`src/rtl/hba_reg_slave.sv`:
```
// HBA bus responder: INTR_EN, W1C STATUS and NUM_REGS general RW registers with a one-cycle xferack.
// Optional HBA_REG_SLAVE_WSTROBE_EN adds per-register write strobes aligned with slave_xferack.
module hba_reg_slave #(
  parameter int DBUS_WIDTH        = 8,
  parameter int PERIPH_ADDR_WIDTH = 4,
  parameter int REG_ADDR_WIDTH    = 8,
  parameter int ADDR_WIDTH        = PERIPH_ADDR_WIDTH + REG_ADDR_WIDTH,
  parameter int PERIPH_ADDR       = 0,
  parameter int NUM_REGS          = 4
) (
  input  logic                           hba_clk,
  input  logic                           hba_reset_n,
  input  logic                           hba_select,
  input  logic                           hba_rnw,
  input  logic [ADDR_WIDTH-1:0]          hba_abus,
  input  logic [DBUS_WIDTH-1:0]          hba_dbus,
  input  logic [DBUS_WIDTH-1:0]          hw_status_set,
  output logic                           slave_xferack,
  output logic [DBUS_WIDTH-1:0]          slave_dbus,
  output logic [NUM_REGS*DBUS_WIDTH-1:0] slave_reg,
`ifdef HBA_REG_SLAVE_WSTROBE_EN
  output logic [NUM_REGS-1:0]            slave_wstrobe,
`endif
  output logic                           slave_intr
);

  typedef enum logic [1:0] {IDLE, ACK, WAIT_RELEASE} state_t;

  state_t                  state_q;
  logic                    xferack_q;
  logic [DBUS_WIDTH-1:0]   dbus_q;
  logic [DBUS_WIDTH-1:0]   intr_en_q;
  logic [DBUS_WIDTH-1:0]   status_q;
  logic [DBUS_WIDTH-1:0]   status_d;
  logic [DBUS_WIDTH-1:0]   regs_q [NUM_REGS];
  logic                    intr_q;
`ifdef HBA_REG_SLAVE_WSTROBE_EN
  logic [NUM_REGS-1:0]     wstrobe_q;
`endif

  logic [PERIPH_ADDR_WIDTH-1:0] slot;
  logic [REG_ADDR_WIDTH-1:0]    reg_sel;
  logic                         hit;
  logic [DBUS_WIDTH-1:0]        rd_data;
  logic [DBUS_WIDTH-1:0]        w1c_mask;

  assign slot    = hba_abus[ADDR_WIDTH-1:REG_ADDR_WIDTH];
  assign reg_sel = hba_abus[REG_ADDR_WIDTH-1:0];
  assign hit     = (state_q == IDLE) && hba_select &&
                   (slot == PERIPH_ADDR_WIDTH'(PERIPH_ADDR));

  always_comb begin
    rd_data = '0;
    if (reg_sel == REG_ADDR_WIDTH'(0)) rd_data = intr_en_q;
    if (reg_sel == REG_ADDR_WIDTH'(1)) rd_data = status_q;
    for (int k = 0; k < NUM_REGS; k++) begin
      if (reg_sel == REG_ADDR_WIDTH'(k + 2)) rd_data = regs_q[k];
    end
  end

  // Hardware set is OR-ed after the clear so a coincident set wins.
  always_comb begin
    w1c_mask = '0;
    if (hit && !hba_rnw && (reg_sel == REG_ADDR_WIDTH'(1))) w1c_mask = hba_dbus;
    status_d = (status_q & ~w1c_mask) | hw_status_set;
  end

  always_ff @(posedge hba_clk or negedge hba_reset_n) begin
    if (!hba_reset_n) begin
      state_q   <= IDLE;
      xferack_q <= 1'b0;
      dbus_q    <= '0;
      intr_en_q <= '0;
      status_q  <= '0;
      intr_q    <= 1'b0;
      for (int k = 0; k < NUM_REGS; k++) regs_q[k] <= '0;
`ifdef HBA_REG_SLAVE_WSTROBE_EN
      wstrobe_q <= '0;
`endif
    end else begin
      xferack_q <= 1'b0;
      dbus_q    <= '0;
      status_q  <= status_d;
      intr_q    <= |(status_q & intr_en_q);
`ifdef HBA_REG_SLAVE_WSTROBE_EN
      wstrobe_q <= '0;
`endif
      case (state_q)
        IDLE: begin
          if (hit) begin
            state_q   <= ACK;
            xferack_q <= 1'b1;
            if (hba_rnw) begin
              dbus_q <= rd_data;
            end else begin
              if (reg_sel == REG_ADDR_WIDTH'(0)) intr_en_q <= hba_dbus;
              for (int k = 0; k < NUM_REGS; k++) begin
                if (reg_sel == REG_ADDR_WIDTH'(k + 2)) begin
                  regs_q[k] <= hba_dbus;
`ifdef HBA_REG_SLAVE_WSTROBE_EN
                  wstrobe_q[k] <= 1'b1;
`endif
                end
              end
            end
          end
        end
        ACK:          state_q <= WAIT_RELEASE;
        WAIT_RELEASE: if (!hba_select) state_q <= IDLE;
        default:      state_q <= IDLE;
      endcase
    end
  end

  for (genvar g = 0; g < NUM_REGS; g++) begin : g_flat
    assign slave_reg[g*DBUS_WIDTH +: DBUS_WIDTH] = regs_q[g];
  end

  assign slave_xferack = xferack_q;
  assign slave_dbus    = dbus_q;
  assign slave_intr    = intr_q;
`ifdef HBA_REG_SLAVE_WSTROBE_EN
  assign slave_wstrobe = wstrobe_q;
`endif

endmodule

```
`config.mk`:
```
export PLATFORM = sky130hd
export DESIGN_NAME = hba_reg_slave
export DESIGN_NICKNAME = d
export VERILOG_FILES = /design/src/rtl/hba_reg_slave.sv
export SDC_FILE = /design/constraint.sdc
export NUM_CORES = 1
export LEC_CHECK = 0
export ABC_AREA = 1
export CORE_MARGIN = 1
export CORE_UTILIZATION = 52
export DETAILED_ROUTE_END_ITERATION = 12
export GPL_TIMING_DRIVEN = 0
export PLACE_DENSITY = 0.85
export SYNTH_ARGS = -nofsm -noshare
export SYNTH_HDL_FRONTEND = slang
export SYNTH_SLANG_ARGS = --single-unit
```
`constraint.sdc`:
```
create_clock -name hba_clk -period 2.5 [get_ports hba_clk]
set_clock_uncertainty 0.15 [all_clocks]
set_input_delay 0.25 -clock hba_clk [delete_from_list [all_inputs] [get_ports hba_clk]]
set_output_delay 0.25 -clock hba_clk [all_outputs]
set_load 0.01 [all_outputs]
```
Word-level counts from Yosys, hierarchy flattened:

Index checks and enable logic that the tools add are counted.

* flip-flop bits (word level): 60
* input port bits: 32
* output and inout port bits: 42
* word-level logic and storage cells: 54

* eq/ne operators: 9
* multiplexer cells: 15
* bitwise gates (word level): 5
* reductions and logical operators: 15

Operators with widths (number)
* 8-bit two-way mux: 10
* 4-bit AND reduction: 5
* 8-bit bitwise AND: 2
* 8-bit by 2-bit == test with 1-bit output, second input constant: 2
* 8-bit by 3-bit == test with 1-bit output, second input constant: 2
* 8-bit by 1-bit == test with 1-bit output, second input constant: 1
* 8-bit logical NOT: 1
* 8-bit NOT: 1
* 8-bit OR: 1
* 8-bit OR reduction: 1
* 2-bit case mux with 3 select lines: 1
* 1-bit logical AND: 4
* 4-bit logical NOT: 1
* 2-bit two-way mux: 2
* 2-bit inequality test, second input constant: 2
* 2-bit by 1-bit == test with 1-bit output, second input constant: 1
* 2-bit == test, second input constant: 1
* 2-bit logical NOT: 1
* 1-bit two-way mux: 2
* 2-bit AND reduction: 1
* 1-bit logical NOT: 1
* 1-bit NOT: 1

Depth between registers and ports, before layout:

Gate-level depths: netlist of run 1.

* depth after elaboration: 10
* depth in mapped cells: 9
* depth with buffers taken out: 9

Worst setup path after synthesis of run 1:

OpenSTA, ideal clock, no wires.

* kind: register to register
* start point: register state_q[0]
* end point: register regs_q, in the netlist slave_reg[6]
* setup time: 121 ps
* arrival time: 1265 ps
* data required time: 2229 ps
* path slack: 964 ps
* stages on the path, launching flop included: 8
* path buffers: 1
* period minus slack after synthesis: 1536 ps
* path through: dfrtp_1 -> nor2_1 -> nand3_2 -> nor2_8 -> nand3_4 -> buf_6 -> nand2_2 -> o21ai_2

* longest elaborated chain between the ends: 4

RTL lines
* start, declared: line 29 `state_t state_q;`
* start signal, assigned: line 70 `state_q <= IDLE;`
* start signal, assigned: line 91 `state_q <= ACK;`
* start signal, assigned: line 108 `ACK: state_q <= WAIT_RELEASE;`
* 2-bit logical NOT (*): line 49, 88
* 1-bit logical AND (2 in series): line 49 `assign hit = (state_q == IDLE) && hba_select &&`
* 4-bit AND reduction (no line) (*)
* end signal, assigned by index: line 99 `regs_q[k] <= hba_dbus;`
* end, declared: line 35 `logic [DBUS_WIDTH-1:0] regs_q [NUM_REGS];`

Mark *: on every way between the ends. The rest lies on a longest branch, timed or not.
A chain may end at the register's enable or synchronous reset.

Worst setup path after layout of run 1:

* start point: input hba_abus[0]
* end point: register dbus_q[3] (netlist: slave_dbus[3])

* longest elaborated chain between the ends: 10
* elaborated cells on any way between the ends: 15
* classes of those cells: eq/ne (5); mux (9); reduce/logical (1)

RTL lines
* start, declared: line 15 `input logic [ADDR_WIDTH-1:0] hba_abus,`
* 8-bit logical NOT: line 54 `if (reg_sel == REG_ADDR_WIDTH'(0)) rd_data = intr_en_q;`
* 8-bit two-way mux: line 54
* 8-bit two-way mux: line 55 `if (reg_sel == REG_ADDR_WIDTH'(1)) rd_data = status_q;`
* 8-bit two-way mux (3 in series): line 57 `if (reg_sel == REG_ADDR_WIDTH'(k + 2)) rd_data = regs_q[k];`
* 8-bit two-way mux (*): line 57
* 8-bit two-way mux (*): line 93 `if (hba_rnw) begin`
* 8-bit two-way mux (*): line 90 `if (hit) begin`
* 8-bit two-way mux (*): line 88 `case (state_q)`
* end signal, assigned: line 94 `dbus_q <= rd_data;`
* end, declared: line 31 `logic [DBUS_WIDTH-1:0] dbus_q;`

Marked as above.

==> results.sh, run 1 <==
export IMPL_status="complete, no violations"
export IMPL_rsz0062_at_grt="no"
export IMPL_routedWlPerCell_um=14.0
export IMPL_busiest_layer="met2"
export IMPL_placed_cell_area_um2=3620
export IMPL_synth_warnings=0
export IMPL_n_antenna_cell=0
export IMPL_crit_required_ns=2.58
export IMPL_grt_use_met1_pct=33.1
export IMPL_vias_per_cell=5.11
export IMPL_synth_edff_count=0
export IMPL_grt_pass1_wl_um=10800
export IMPL_max_freq_mhz=568
export IMPL_grt_pass1_vias=2258
export IMPL_core_area_um2=5140
export IMPL_ctsHoldBuffers=1
export IMPL_worst_pin_slew_ns=0.468
export IMPL_overflow=0
export IMPL_grtUsageMet3_pct=5.49
export IMPL_crit_fanout=10
export IMPL_fin_util_pct=74.3
export IMPL_leakage_nw=1.79
export IMPL_pre_cts_ws_ns=0.395
export IMPL_syn2layout_area_growth_pct=37.2
export IMPL_fin_crit_sh_pct=70.4
export IMPL_reg2regPathDepth=7
export IMPL_post_cts_buffers=0
export IMPL_path_class="primary input to flop"
export IMPL_cts_htree_levels=3
export IMPL_ys_seq_area_share_pct=54.0
export IMPL_antenna_found_initial=0
export IMPL_power_density_nw_per_um2=508
export IMPL_final_cell_mix="nand2_1, clkdlybuf4s50_1, dfrtp_1, o21ai_1, inv_1"
export IMPL_setup_violations=0
export IMPL_fin_nets=435
export IMPL_clkTransAtPathRegs_ns=0.07
export IMPL_ctsResizeCount=0
export IMPL_cts_path_max_buffers=2
export IMPL_synth_ff_type="dfrtp_1"
export IMPL_drt_pass1_iterations=4
export IMPL_start_util_pct=54.1
export IMPL_synthArstFlopShare_pct=100
export IMPL_r2r_start="state_q[0]$_DFFE_PN0P_"
export IMPL_num_vias=2443
export IMPL_dpl_cell_count=461
export IMPL_peakVddDrop_v=0.000480
export IMPL_cts_sinks=60
export IMPL_die_w_um=75.2
export IMPL_hold_violations=0
export IMPL_rows=26
export IMPL_final_area_um2=3820
export IMPL_grt_max_degree=43
export IMPL_layout_cells_non_filler=478
export IMPL_slew_headroom_pct=68.7
export IMPL_track_usage_pct=26.5
export IMPL_hp_class="primary input to async pin"
export IMPL_dp_hpwl_um=5160
export IMPL_ys_ff_latch=60
export IMPL_cts_tree="built"
export IMPL_synthCells=317
export IMPL_r2r_end="slave_reg[6]$_DFFE_PN0P_"
export IMPL_drv_cap=0
export IMPL_portBuffers=73
export IMPL_worst_slack_ns=0.740
export IMPL_drive_above_1_share_pct=13.7
export IMPL_regToRegSetupSlack_ns=0.78
export IMPL_avgSynthCellArea_um2=8.78
export IMPL_drc=0
export IMPL_slew_violations=0
export IMPL_cts_root_buffer="clkbuf_8"
export IMPL_drt_iter0_markers=181
export IMPL_finalCriticalPeriod_ns=1.76
export IMPL_dieArea_um2=5650
export IMPL_start_kind="primary input"
export IMPL_synth_cell_types=24
export IMPL_largest_reg_flops=32
export IMPL_cp_end_kind="flop"
export IMPL_syn_cell_area_um2=2780
export IMPL_wirelength_um=6680
export IMPL_worstSkewPairLatency_ns=0.34
export IMPL_drtAntennaViolNets=0
export IMPL_final_common_cell="nand2_1"
export IMPL_die_h_um=75.2
export IMPL_cts_buffers=9
export IMPL_gp_congestion=0.878
export IMPL_cp_arrival_ns=1.84
export IMPL_use_met2_pct=44.8
export IMPL_syn_num_nets=349
export IMPL_io_pins=74
[metrics by stage]
| step | setup TNS [ns] | total power, mW | hold slack (ns) |
|---|---|---|---|
| final | 0 | 1.94 | 0.222 |
| after global routing | 0 | 2.00 | 0.294 |
| after CTS | 0 | 1.95 | 0.240 |
| after detailed placement | 0 | 1.12 | 0.0619 |
| after global placement | -45.25 | 1.11 | 0.339 |
| after floorplan | 0 | 1.03 | -0.196 |
[final cells by class]
cell class	count	area (µm²)
plain buffers	6	60.1
clock buffers	10	128
clock inverters	6	65.1
fillers	413	1320
inverters	30	113
multi-input cells	221	1110
flip-flops and latches	60	1500
well taps	70	87.6
repair buffers	75	756
[synth_stat cells, drive strengths merged, types with 2 or more instances]
master | count | share of area, %
nand2 | 110 | 16
inv | 30 | 4.0
a221oi | 2 | 0.63
o21bai | 2 | 0.54
nand3 | 9 | 2.4
nor2 | 30 | 6.0
dfrtp | 60 | 54
a21oi | 4 | 0.72
o21ai | 56 | 11
nand4 | 6 | 1.3
buf | 5 | 2.0
[metal layers]
metal,vias up,share of wire (%)
li1,1200,-
met1,1153,40
met2,76,52
met3,14,5.8
met4,0,1.8
met5,-,0
[critical path, stage by stage]
cell	delay, ns
clkdlybuf4s50_1	0.58
inv_2	0.09
nor2_2	0.13
nand2_1	0.19
clkbuf_1	0.27
o21ai_0	0.25
nor2_1	0.08
[power breakdown]
group / switching, mW / total, mW / internal [mW] / leakage, nW
Combinational: 0.0628 / 0.121 / 0.0581 / 0.899
Clock: 0.386 / 0.845 / 0.460 / 0.0962
Sequential: 0.00198 / 0.975 / 0.973 / 0.796
[how the worst max path moves through the flow]
stage,start,end,cells past startpoint
2_1_floorplan,state_q[0]$_DFFE_PN0P_,slave_reg[6]$_DFFE_PN0P_,7
3_3_place_gp,hba_reset_n,slave_reg[3]$_DFFE_PN0P_,1
3_5_place_dp,hba_abus[0],slave_dbus[3]$_DFF_PN0_,7
4_1_cts,hba_abus[0],slave_dbus[3]$_DFF_PN0_,7
5_1_grt,hba_abus[0],status_q[4]$_DFF_PN0_,8
6_report,hba_abus[0],slave_dbus[3]$_DFF_PN0_,7
[cells by family after synthesis]
| family | share of synthesized area, % |
|---|---|
| simple gates | 26.4 |
| compound gates | 13.0 |
| flops | 54.0 |
| buf+inv | 6.20 |
| mux | 0.405 |
(Power assumes the default switching activity.)
==> run 2: changes to the inputs <==
- CORE_UTILIZATION: 52 -> 44
- PLACE_DENSITY: 0.85 -> 0.77
- clock period: 2.5 -> 1.4 ns (I/O delays scaled with it)
==> results.sh, run 2 (same netlist as run 1, synthesis figures left out) <==
export IMPL_core_area_um2=6030
export IMPL_multi_input_area_um2=1370
export IMPL_rsz0062_at_grt="yes"
export IMPL_cts_htree_levels=3
export IMPL_power_density_nw_per_um2=829
export IMPL_setup_tns_ns=-10.82
export IMPL_track_usage_pct=25.4
export IMPL_antenna_found_initial=0
export IMPL_crit_fanout=8
export IMPL_drv_cap=0
export IMPL_cp_depth=8
export IMPL_die_h_um=81.5
export IMPL_cts_root_buffer="clkbuf_8"
export IMPL_cts_buffers=9
export IMPL_leakage_nw=2.20
export IMPL_dieArea_um2=6650
export IMPL_drt_iter0_markers=174
export IMPL_die_w_um=81.5
export IMPL_cts_path_max_buffers=2
export IMPL_path_buf_inv=2
export IMPL_fin_nets=453
export IMPL_rows=28
export IMPL_nFillCells=451
export IMPL_clkTransAtPathRegs_ns=0.07
export IMPL_critical_path_top_delay_family="simple AND/OR/NAND/NOR gates"
export IMPL_critPathSlowestCell="dfrtp_1"
export IMPL_drive_above_1_share_pct=28.9
export IMPL_worst_slack_ns=-0.274
export IMPL_cp_arrival_ns=1.74
export IMPL_reg2regPathDepth=8
export IMPL_finalCriticalPeriod_ns=1.67
export IMPL_gp_congestion=0.881
export IMPL_largest_reg_flops=32
export IMPL_io_pins=74
export IMPL_crit_path_max_incr_delay_ns=0.42
export IMPL_worstSkewPairLatency_ns=0.34
export IMPL_grt_pass1_vias=2570
export IMPL_cts_tree="built"
export IMPL_max_freq_mhz=597
export IMPL_slew_headroom_pct=69.3
export IMPL_drc=0
export IMPL_syn2layout_area_growth_pct=55.9
export IMPL_n_antenna_cell=0
export IMPL_path_cells="nor2_4 -> nand3_4 -> nor2_8 -> buf_6 -> nand2_8 -> buf_8 -> nand2_2 -> o21ai_2"
export IMPL_wirelength_um=8300
export IMPL_worst_pin_slew_ns=0.461
export IMPL_hold_violations=0
export IMPL_routedWlPerCell_um=16.6
export IMPL_violations="setup timing"
export IMPL_cp_end_kind="flop"
export IMPL_setup_violations=56
export IMPL_start_util_pct=46.2
export IMPL_regToRegSetupSlack_ns=-0.27
export IMPL_status="complete, but fails checks"
export IMPL_vias_per_cell=5.41
export IMPL_grt_max_degree=42
export IMPL_start_kind="flop"
export IMPL_pre_cts_ws_ns=-0.600
export IMPL_portBuffers=73
export IMPL_peakVddDrop_v=0.000673
export IMPL_hp_class="primary input to async pin"
export IMPL_seq_area_um2=1500
export IMPL_slew_violations=0
export IMPL_dp_hpwl_um=5100
export IMPL_final_common_cell="nand2_1"
export IMPL_drt_pass1_iterations=4
export IMPL_drtAntennaViolNets=0
export IMPL_path_class="flop to flop"
export IMPL_final_cell_mix="nand2_1, dfrtp_1, dlygate4sd2_1, o21ai_2, inv_1"
export IMPL_num_vias=2710
export IMPL_overflow=0
export IMPL_grt_pass1_wl_um=12400
export IMPL_fin_crit_sh_pct=120
export IMPL_crit_required_ns=1.47
export IMPL_cts_sinks=60
[run 2: report_power, final]
part	switching [mW]	internal, mW	total, mW
logic	0.147	0.112	0.259
clock network	0.730	0.866	1.60
registers	0.00478	1.74	1.74
total	0.882	2.72	3.60
[run 2: layout make-up]
type | count | share of cell area, %
Tap cell | 75 | 2.16
Sequential cell | 60 | 34.6
Buffer | 6 | 1.93
Multi-Input combinational cell | 221 | 31.6
Timing Repair Buffer | 93 | 22.3
Clock inverter | 6 | 1.47
Inverter | 30 | 2.65
Clock buffer | 10 | 3.17
[run 2: metal layers]
layer	global-route usage, %	up-vias	routed length, µm
met1	30.4	1332	3300
met3	4.89	21	463
met2	43.5	116	4340
li1	-	1241	-
met4	12.7	0	205
met5	0	-	0
[run 2: worst paths after layout]
| check | startpoint | end |
|---|---|---|
| max reg2reg | state_q[1]$_DFFE_PN0P_ | slave_reg[15]$_DFFE_PN0P_ |
| min | hba_reset_n | slave_reg[26]$_DFFE_PN0P_ |
| min in group hba_clk | hw_status_set[1] | status_q[1]$_DFF_PN0_ |
| max | state_q[1]$_DFFE_PN0P_ | slave_reg[15]$_DFFE_PN0P_ |
| max in group asynchronous | hba_reset_n | slave_reg[5]$_DFFE_PN0P_ |
| min reg2reg | slave_reg[23]$_DFFE_PN0P_ | slave_reg[23]$_DFFE_PN0P_ |
[run 2: metrics by stage]
step	hold slack, ns	util [%]	cell area [µm²]	power [mW]	instances
floorplan	-0.306	-	2790	1.84	317
global placement	0.344	60.0	3610	1.99	465
detailed placement	-0.0379	60.2	3630	2.00	466
CTS	0.138	67.2	4050	3.59	494
global route	0.166	72.0	4340	3.71	501
finish	0.126	72.0	4340	3.60	501
[run 2: what timing repair did]
action | in CTS | in global routing
pin swaps | 4 | 11
hold endpoints to repair | 48 | 0
setup buffers | 9 | 4
cloned | 2 | 3
resized for setup | 84 | 57
setup endpoints to repair | 98 | 56
hold buffers | 1 | 0
==> run 3: changes to the inputs <==
- CORE_MARGIN: 1 -> not set
==> results of run 3 <==
No change in the layout: final DEF, timing and power equal those of run 2.
